[config.mk]
export PLATFORM = sky130hd
export DESIGN_NAME = data_mem_lsu_flat
export DESIGN_NICKNAME = d
export VERILOG_FILES = /design/src/rtl/data_mem_lsu_if.sv /design/src/rtl/data_mem_lsu.sv /design/src/flat_wrapper.sv
export SDC_FILE = /design/constraint.sdc
export NUM_CORES = 1
export LEC_CHECK = 0
export BUFFER_PORTS_ARGS = -buffer_cell sky130_fd_sc_hd__buf_2
export CORE_MARGIN = 1.5
export CORE_UTILIZATION = 27
export DETAILED_ROUTE_END_ITERATION = 10
export PLACE_DENSITY_LB_ADDON = 0.05
export SYNTH_ARGS = -nofsm -noshare
export SYNTH_HDL_FRONTEND = slang
export SYNTH_SLANG_ARGS = --single-unit
[constraint.sdc]
create_clock -name i_clk -period 3.5 [get_ports i_clk]
set_input_delay 0.525 -clock i_clk [delete_from_list [all_inputs] [get_ports i_clk]]
set_output_delay 0.525 -clock i_clk [all_outputs]
set_load 0.01 [all_outputs]
[src/rtl/data_mem_lsu_if.sv]
// rtl/data_mem_lsu_if.sv - request, response and memory-port bundle for the data-memory LSU
interface data_mem_lsu_if #(
   parameter int ADDR_W = 6,
   parameter int DATA_W = 16
);
   logic              req_valid;
   logic              req_ready;
   logic              req_we;
   logic [15:0]       req_base;
   logic [5:0]        req_off;
   logic [DATA_W-1:0] req_wdata;
   logic              rsp_valid;
   logic              rsp_ready;
   logic [DATA_W-1:0] rsp_rdata;
   logic              rsp_err;
   logic              mem_wr_en;
   logic              mem_rd_en;
   logic [ADDR_W-1:0] mem_addr;
   logic [DATA_W-1:0] mem_wdata;
   logic [DATA_W-1:0] mem_rdata;

   // master is the LSU itself; slave is the execute stage plus memory around it
   modport master (
      input  req_valid, req_we, req_base, req_off, req_wdata, rsp_ready, mem_rdata,
      output req_ready, rsp_valid, rsp_rdata, rsp_err, mem_wr_en, mem_rd_en, mem_addr, mem_wdata
   );
   modport slave (
      output req_valid, req_we, req_base, req_off, req_wdata, rsp_ready, mem_rdata,
      input  req_ready, rsp_valid, rsp_rdata, rsp_err, mem_wr_en, mem_rd_en, mem_addr, mem_wdata
   );
endinterface

[src/rtl/data_mem_lsu.sv]
// rtl/data_mem_lsu.sv - single-outstanding load/store initiator for the 16-bit core's data memory
module data_mem_lsu #(
   parameter int ADDR_W = 6,
   parameter int DATA_W = 16
) (
   input  logic          i_clk,
   input  logic          i_rst,
   data_mem_lsu_if.master bus
);
   localparam logic [1:0] S_IDLE  = 2'd0;
   localparam logic [1:0] S_ISSUE = 2'd1;
   localparam logic [1:0] S_CAPT  = 2'd2;
   localparam logic [1:0] S_RESP  = 2'd3;

   logic [1:0]        r_state;
   logic              r_we;
   logic [ADDR_W-1:0] r_addr;
   logic [DATA_W-1:0] r_wdata;
   logic              r_rsp_err;
   logic [DATA_W-1:0] r_rsp_rdata;

   logic [15:0]       w_ea;
   logic              w_err;
   logic              w_accept;

   assign w_ea     = bus.req_base + {{10{bus.req_off[5]}}, bus.req_off};
   assign w_err    = |w_ea[15:ADDR_W];
   assign w_accept = bus.req_valid & bus.req_ready;

   always_ff @(posedge i_clk) begin
      if (i_rst) begin
         r_state     <= S_IDLE;
         r_we        <= 1'b0;
         r_addr      <= '0;
         r_wdata     <= '0;
         r_rsp_err   <= 1'b0;
         r_rsp_rdata <= '0;
      end else begin
         case (r_state)
            S_IDLE: begin
               if (w_accept) begin
                  r_we        <= bus.req_we;
                  r_addr      <= w_ea[ADDR_W-1:0];
                  r_wdata     <= bus.req_wdata;
                  r_rsp_err   <= w_err;
                  r_rsp_rdata <= '0;
                  r_state     <= w_err ? S_RESP : S_ISSUE;
               end
            end
            S_ISSUE: r_state <= r_we ? S_RESP : S_CAPT;
            S_CAPT: begin
               // memory output register was loaded on the edge that ended ISSUE
               r_rsp_rdata <= bus.mem_rdata;
               r_state     <= S_RESP;
            end
            S_RESP: begin
               if (bus.rsp_ready) begin
                  r_rsp_err   <= 1'b0;
                  r_rsp_rdata <= '0;
                  r_state     <= S_IDLE;
               end
            end
            default: r_state <= S_IDLE;
         endcase
      end
   end

   // memory port decodes only registered state, so req_* never reaches mem_* combinationally
   assign bus.req_ready = (r_state == S_IDLE) & ~i_rst;
   assign bus.rsp_valid = (r_state == S_RESP);
   assign bus.rsp_err   = r_rsp_err;
   assign bus.rsp_rdata = r_rsp_rdata;
   assign bus.mem_wr_en = (r_state == S_ISSUE) & r_we;
   assign bus.mem_rd_en = (r_state == S_ISSUE) & ~r_we;
   assign bus.mem_addr  = r_addr;
   assign bus.mem_wdata = r_wdata;
endmodule

[src/flat_wrapper.sv]
// flat-port wrapper written by rule: the top's interface ports become plain ports
module data_mem_lsu_flat 
#(
   parameter int ADDR_W = 6,
   parameter int DATA_W = 16
)
  (i_clk, i_rst, bus_req_valid, bus_req_we, bus_req_base, bus_req_off, bus_req_wdata, bus_rsp_ready, bus_mem_rdata, bus_req_ready, bus_rsp_valid, bus_rsp_rdata, bus_rsp_err, bus_mem_wr_en, bus_mem_rd_en, bus_mem_addr, bus_mem_wdata);
  data_mem_lsu_if #(.ADDR_W(ADDR_W), .DATA_W(DATA_W)) bus_i ();
  input  logic i_clk;
  input  logic i_rst;
  input wire logic [$bits(bus_i.req_valid)-1:0] bus_req_valid;
  input wire logic [$bits(bus_i.req_we)-1:0] bus_req_we;
  input wire logic [$bits(bus_i.req_base)-1:0] bus_req_base;
  input wire logic [$bits(bus_i.req_off)-1:0] bus_req_off;
  input wire logic [$bits(bus_i.req_wdata)-1:0] bus_req_wdata;
  input wire logic [$bits(bus_i.rsp_ready)-1:0] bus_rsp_ready;
  input wire logic [$bits(bus_i.mem_rdata)-1:0] bus_mem_rdata;
  output wire logic [$bits(bus_i.req_ready)-1:0] bus_req_ready;
  output wire logic [$bits(bus_i.rsp_valid)-1:0] bus_rsp_valid;
  output wire logic [$bits(bus_i.rsp_rdata)-1:0] bus_rsp_rdata;
  output wire logic [$bits(bus_i.rsp_err)-1:0] bus_rsp_err;
  output wire logic [$bits(bus_i.mem_wr_en)-1:0] bus_mem_wr_en;
  output wire logic [$bits(bus_i.mem_rd_en)-1:0] bus_mem_rd_en;
  output wire logic [$bits(bus_i.mem_addr)-1:0] bus_mem_addr;
  output wire logic [$bits(bus_i.mem_wdata)-1:0] bus_mem_wdata;
  assign bus_i.req_valid = bus_req_valid;
  assign bus_i.req_we = bus_req_we;
  assign bus_i.req_base = bus_req_base;
  assign bus_i.req_off = bus_req_off;
  assign bus_i.req_wdata = bus_req_wdata;
  assign bus_i.rsp_ready = bus_rsp_ready;
  assign bus_i.mem_rdata = bus_mem_rdata;
  assign bus_req_ready = bus_i.req_ready;
  assign bus_rsp_valid = bus_i.rsp_valid;
  assign bus_rsp_rdata = bus_i.rsp_rdata;
  assign bus_rsp_err = bus_i.rsp_err;
  assign bus_mem_wr_en = bus_i.mem_wr_en;
  assign bus_mem_rd_en = bus_i.mem_rd_en;
  assign bus_mem_addr = bus_i.mem_addr;
  assign bus_mem_wdata = bus_i.mem_wdata;
  data_mem_lsu #(.ADDR_W(ADDR_W), .DATA_W(DATA_W)) u_core (.i_clk(i_clk), .i_rst(i_rst), .bus(bus_i));
endmodule
* Word level (Yosys, flattened, before mapping)
Index checks and enable logic that the tools add are counted.
** Operators by class
- Add/subtract/negate cells :: 1
- Equality and inequality tests :: 5
- Mux-type cells :: 11
- Bitwise operators :: 6
- Reduce and logical (&&, ||, !) cells :: 8
** Operator list (number)
- 16-bit case mux with 3 select lines :: 1
- 16-bit two-way mux :: 2
- 16-bit adder :: 1
- 10-bit OR reduction :: 1
- 2-bit case mux with 4 select lines :: 1
- 2-bit two-way mux :: 3
- 3-bit AND reduction :: 2
- 1-bit bitwise AND :: 4
- 2-bit == test, second input constant :: 2
- 2-bit AND reduction :: 2
- 1-bit two-way mux :: 3
- 3-bit nonzero test :: 1
- 2-bit by 1-bit == test with 1-bit output, second input constant :: 1
- 2-bit zero test :: 1
- 2-bit by 1-bit != test with 1-bit output, second input constant :: 1
- 2-bit != test, second input constant :: 1
- 1-bit NOT :: 2
- 1-bit case mux with 2 select lines :: 1
- 2-bit nonzero test :: 1
** Word-level totals
- Register bits :: 42
- Input port bits :: 59
- Output and inout bits :: 43
- Word-level logic and storage cells :: 37

* Depth between registers and ports, before layout
- Depth in word-level cells :: 5
- Mapped depth :: 11
- Mapped depth without buffers :: 10

* Worst setup path after synthesis
No wires, ideal clock.
- Kind :: input port to flip-flop
- Start :: input bus_req_off[0]
- End :: register u_core.r_state[1]
- Arrival time :: 2.697 ns
- Data required time :: 3.369 ns
- Setup slack :: 0.671 ns
- Stages on the path :: 10
- Buffers on the path :: 0
- Cell sequence :: ha_1 -> fa_1 -> a21o_2 -> a221o_1 -> a21o_2 -> a21oi_1 -> xnor2_1 -> nand4_1 -> o311ai_1 -> a21oi_1
** On the way
- Cells in the longest elaborated chain, start to end :: 5
** Ends and longest elaborated chain
- from (decl) :: RTL line flat_wrapper.sv:14 : input wire logic [$bits(bus_i.req_off)-1:0] bus_req_off;
- 16-bit adder :: RTL line data_mem_lsu.sv:26 : assign w_ea = bus.req_base + {{10{bus.req_off[5]}}, bus.req_off};
- 10-bit OR reduction :: RTL line data_mem_lsu.sv:27 : assign w_err = |w_ea[15:ADDR_W];
- 2-bit two-way mux :: RTL line data_mem_lsu.sv:47 : r_state <= w_err ? S_RESP : S_ISSUE;
- 2-bit two-way mux :: RTL line data_mem_lsu.sv:41 : if (w_accept) begin
- 2-bit case mux with 4 select lines :: RTL line data_mem_lsu.sv:39 : case (r_state)
- to (signal assigned) :: RTL line data_mem_lsu.sv:47
- to (signal assigned) :: RTL line data_mem_lsu.sv:50 : S_ISSUE: r_state <= r_we ? S_RESP : S_CAPT;
- to (decl) :: RTL line data_mem_lsu.sv:15 : logic [1:0] r_state;
No other way between the ends. The select of a mux whose other input is x is not followed.
A chain may end at the register's enable or synchronous reset.

* Worst setup path in the final report
Ends and elaborated chain as after synthesis.

==> out/summary.txt <==
=====================================================================================
Mean instance size in the synthesized netlist                              8.255 um^2
PortBufs                                                                          101
DR iter-0 viols                                                                    45
Ratio of cells with drive above 1 in the final layout                          30.00%
Diode insertion count for antenna repair                                            0
Post-CTS setup-driven buffer insertion count                                        0
Power density over cell area                                             498.2 mW/mm^2
Combined area of all synthesized cells                                   0.002419 mm^2
Leakage power summed over all cells                                          1.414 nW
Number of distinct library cells after synthesis                                   45
Max Buffers Root-to-Sink                                                            2
Sequential cell area                                                       840.8 um^2
Die Y                                                                        97.65 um
Number of endpoints failing setup at the final stage                                0
Count of cells resized by post-cts repair                                           0
Remaining design rule violation count                                               0
Setup Skew                                                                   3.540 ps
Unrepaired setup endpoints after global routing                                 false
M3 GR Usage                                                                    2.446%
First-pass iteration count of the detailed router                                   4
Number of global-route vias before repair                                        2138
Met1 global-route usage                                                        16.69%
Filler cell count in the final layout                                             935
Worst hold slack across all endpoints                                        428.3 ps
Width of the die                                                             97.65 um
Cells along the critical path                                            buf_2 > ha_1 > fa_1 > a21o_2 > a221o_1 > a21o_2 > a21oi_1 > xnor2_1 > nand4_1 > o311ai_1 > a21oi_1
CTS root buffer                                                              clkbuf_8
Weighted congestion at the end of routability-driven global placement          0.7508
Most instantiated flip-flop cell in the synthesis netlist                     dfxtp_1
Total gr overflow                                                                   0
Post-Syn Instances                                                                293
Initial antenna violation count                                                     0
Post-Synthesis Net Count                                                          374
Largest stage delay, worst path                                                420 ps
Core region area                                                         0.008721 mm^2
Overall via count from detail_route                                              2342
CP Capture Type                                                             flip-flop
Worst slew margin relative to its limit                                        54.29%
Leading cell types in the layout, fill and taps excluded                 buf_2 (101), nand2_1 (43), dfxtp_1 (42)
Reg2Reg Depth                                                                       9
Total die area                                                           0.009535 mm^2
Clock insertion delay at the later pin of the skew report                      280 ps
Worst hold path cell count                                                          3
Hold Buf Count CTS                                                                  0
Final worst setup slack                                                      692.1 ps
Signed area change from the synthesized netlist to the final layout            28.30%
Flop and latch count out of synthesis                                              42
Number of synthesized flops with an enable pin                                      0
Post-place setup slack                                                       371.3 ps
Total track usage                                                              13.07%
Number of levels the H-tree was split into                                          2
Upper clock frequency limit                                                 356.1 MHz
Fraction of synthesis flops using an asynchronous set or reset pin                 0%
Routed WL per cell                                                           12.64 um
Run status                                                               complete, no violations
TritonCTS Buffers                                                                   5
Setup TNS Final                                                                  0 ps
Startpoint-to-endpoint class of the critical path                        primary input to flip-flop
Most frequent standard cell in the layout excluding fill and tap cells          buf_2
Critical path startpoint category                                        primary input
Initial standard-cell utilization of the core                                  27.73%
Critical path required time                                                   3660 ps
Worst Max-Slew Pin Slew                                                      685.7 ps
Peak VDD IR                                                                 0.1625 mV
Final Max Slew Viols                                                                0
Number of clock sinks seen by CTS                                                  42
Post-Route Utilization                                                         35.58%
Global-route wire length before repair                                       10.09 mm
Total Nets Final                                                                  471
Terminus of the critical flop-to-flop path                               u_core.bus.rsp_rdata[11]$_SDFFE_PP0P_
Cell row count                                                                     34
Routed wire length                                                           6.295 mm
Period minus WS final                                                         2808 ps
Data arrival time of the critical path                                        2970 ps
Clock-pin slew on the worst setup and hold paths                                80 ps
Final HPWL from detailed placement                                           4.781 mm
Sequential share of the synthesized area                                       34.76%
Multi-input gate area                                                    0.001493 mm^2
Critical-path maximum fanout                                                        5
Yosys Warn Count                                                                    0
Residual antenna-violating net count after detailed routing                         0
Maximum number of pins on one net before global-route repair                       43
Class of the most critical hold timing path                              primary input to flip-flop
Total power consumption of the routed design                                 1.546 mW
Setup slack of the worst register-to-register path                            1290 ps
TritonCTS clock tree                                                             done
FF-to-FF Start                                                           u_core.r_state[0]$_SDFFE_PP0P_
Number of top-level pins                                                          102
Ratio of routed vias to standard cells                                          4.703
HP Start                                                                 bus_req_wdata[9]
Hold violation count in the final report                                            0
Hold Path Sink                                                           u_core.bus.mem_wdata[9]$_SDFFE_PP0P_
Max_cap viols                                                                       0
Global routing met2 resource utilization                                       21.42%
Cell at the slowest stage of the critical path                                   fa_1
Part of the cycle the worst path needs                                         80.23%
Peak-usage layer in the global routing report                                    met2
=====================================================================================
==> registers in the layout, indices dropped and copies added, names as in the netlist <==
signal,count
u_core.bus.rsp_rdata,16
u_core.bus.mem_addr,6
u_core.r_state,2
u_core.bus.rsp_err,1
u_core.r_we,1
u_core.bus.mem_wdata,16
==> through the flow <==
step           std cells  cell area (um^2)
5_1_grt              498              3103
3_3_place_gp         491              3027
6_report             498              3103
3_5_place_dp         491              3027
2_1_floorplan        293              2419
4_1_cts              498              3103
==> cell families (layout without fill, tap and decap cells) <==
logic type	Yosys count	in the layout	synth area share, %
fa+ha+maj	22	22	11.69
xor+xnor	9	9	3.569
flops	42	42	34.76
compound gates	89	89	23.80
simple gates	107	107	21.83
buf+inv	22	119	3.518
mux	2	2	0.8278
==> cells in the mapped netlist (2+ instances only) <==
master,instances,share of area [%]
nand3_1,18,3.7
a21o_1,2,0.62
o311ai_1,2,0.72
xor2_1,4,1.4
nand2b_1,20,5.2
nand3b_1,4,1.2
o21a_1,3,0.93
nor2b_1,2,0.52
inv_1,8,1.2
dfxtp_1,42,35
o211ai_1,2,0.62
nand2_1,43,6.7
mux2i_1,2,0.83
and3_1,2,0.52
o21ai_0,29,6.0
a21oi_1,30,6.2
a211oi_1,3,0.93
xnor2_1,4,1.4
a21o_2,2,0.72
ha_1,21,11
and2_1,2,0.52
clkbuf_1,12,1.9
a22oi_1,2,0.62
nor2_1,11,1.7
buf_2,2,0.41
a21oi_2,2,0.72
==> final cells by class <==
| class | instances | share of cell area [%] |
|---|---|---|
| Sequential cell | 42 | 27.10 |
| Inverter | 8 | 0.9677 |
| Multi-Input combinational cell | 229 | 48.10 |
| Clock buffer | 7 | 2.460 |
| Timing Repair Buffer | 104 | 17.02 |
| Tap cell | 108 | 4.355 |
==> per-layer routing <==
metal / share of wire (%) / wire length (um)
met1: 47 / 2937
met4: 2.1 / 133
met3: 5.1 / 324
met5: 0 / 0
met2: 46 / 2900
==> worst max-delay path, delay by kind of cell <==
kind	cells	cell delay, ps
XOR/XNOR	1	130
adder cells (fa/ha/maj)	2	650
AO/OA/AOI/OAI	6	1430
AND/OR/NAND/NOR	1	130
buffers and inverters	1	100
==> report_power, final <==
| part | switching [mW] | internal, mW |
|---|---|---|
| Sequential | 0.0459 | 0.567 |
| Clock | 0.156 | 0.138 |
| Combinational | 0.393 | 0.247 |
==> worst max-delay path by stage <==
stage                     slack [ps]                         endpoint            from
final                            690   u_core.r_state[1]$_SDFFE_PP0P_  bus_req_off[0]
after global routing             560   u_core.r_state[1]$_SDFFE_PP0P_  bus_req_off[0]
after CTS                        690  u_core.bus.rsp_err$_SDFFE_PP0P_  bus_req_off[0]
after detailed placement         370  u_core.bus.rsp_err$_SDFFE_PP0P_  bus_req_off[0]
after global placement           410   u_core.r_state[1]$_SDFFE_PP0P_  bus_req_off[0]
after floorplan                  670   u_core.r_state[1]$_SDFFE_PP0P_  bus_req_off[0]
Power figures use the tool's default switching activity.
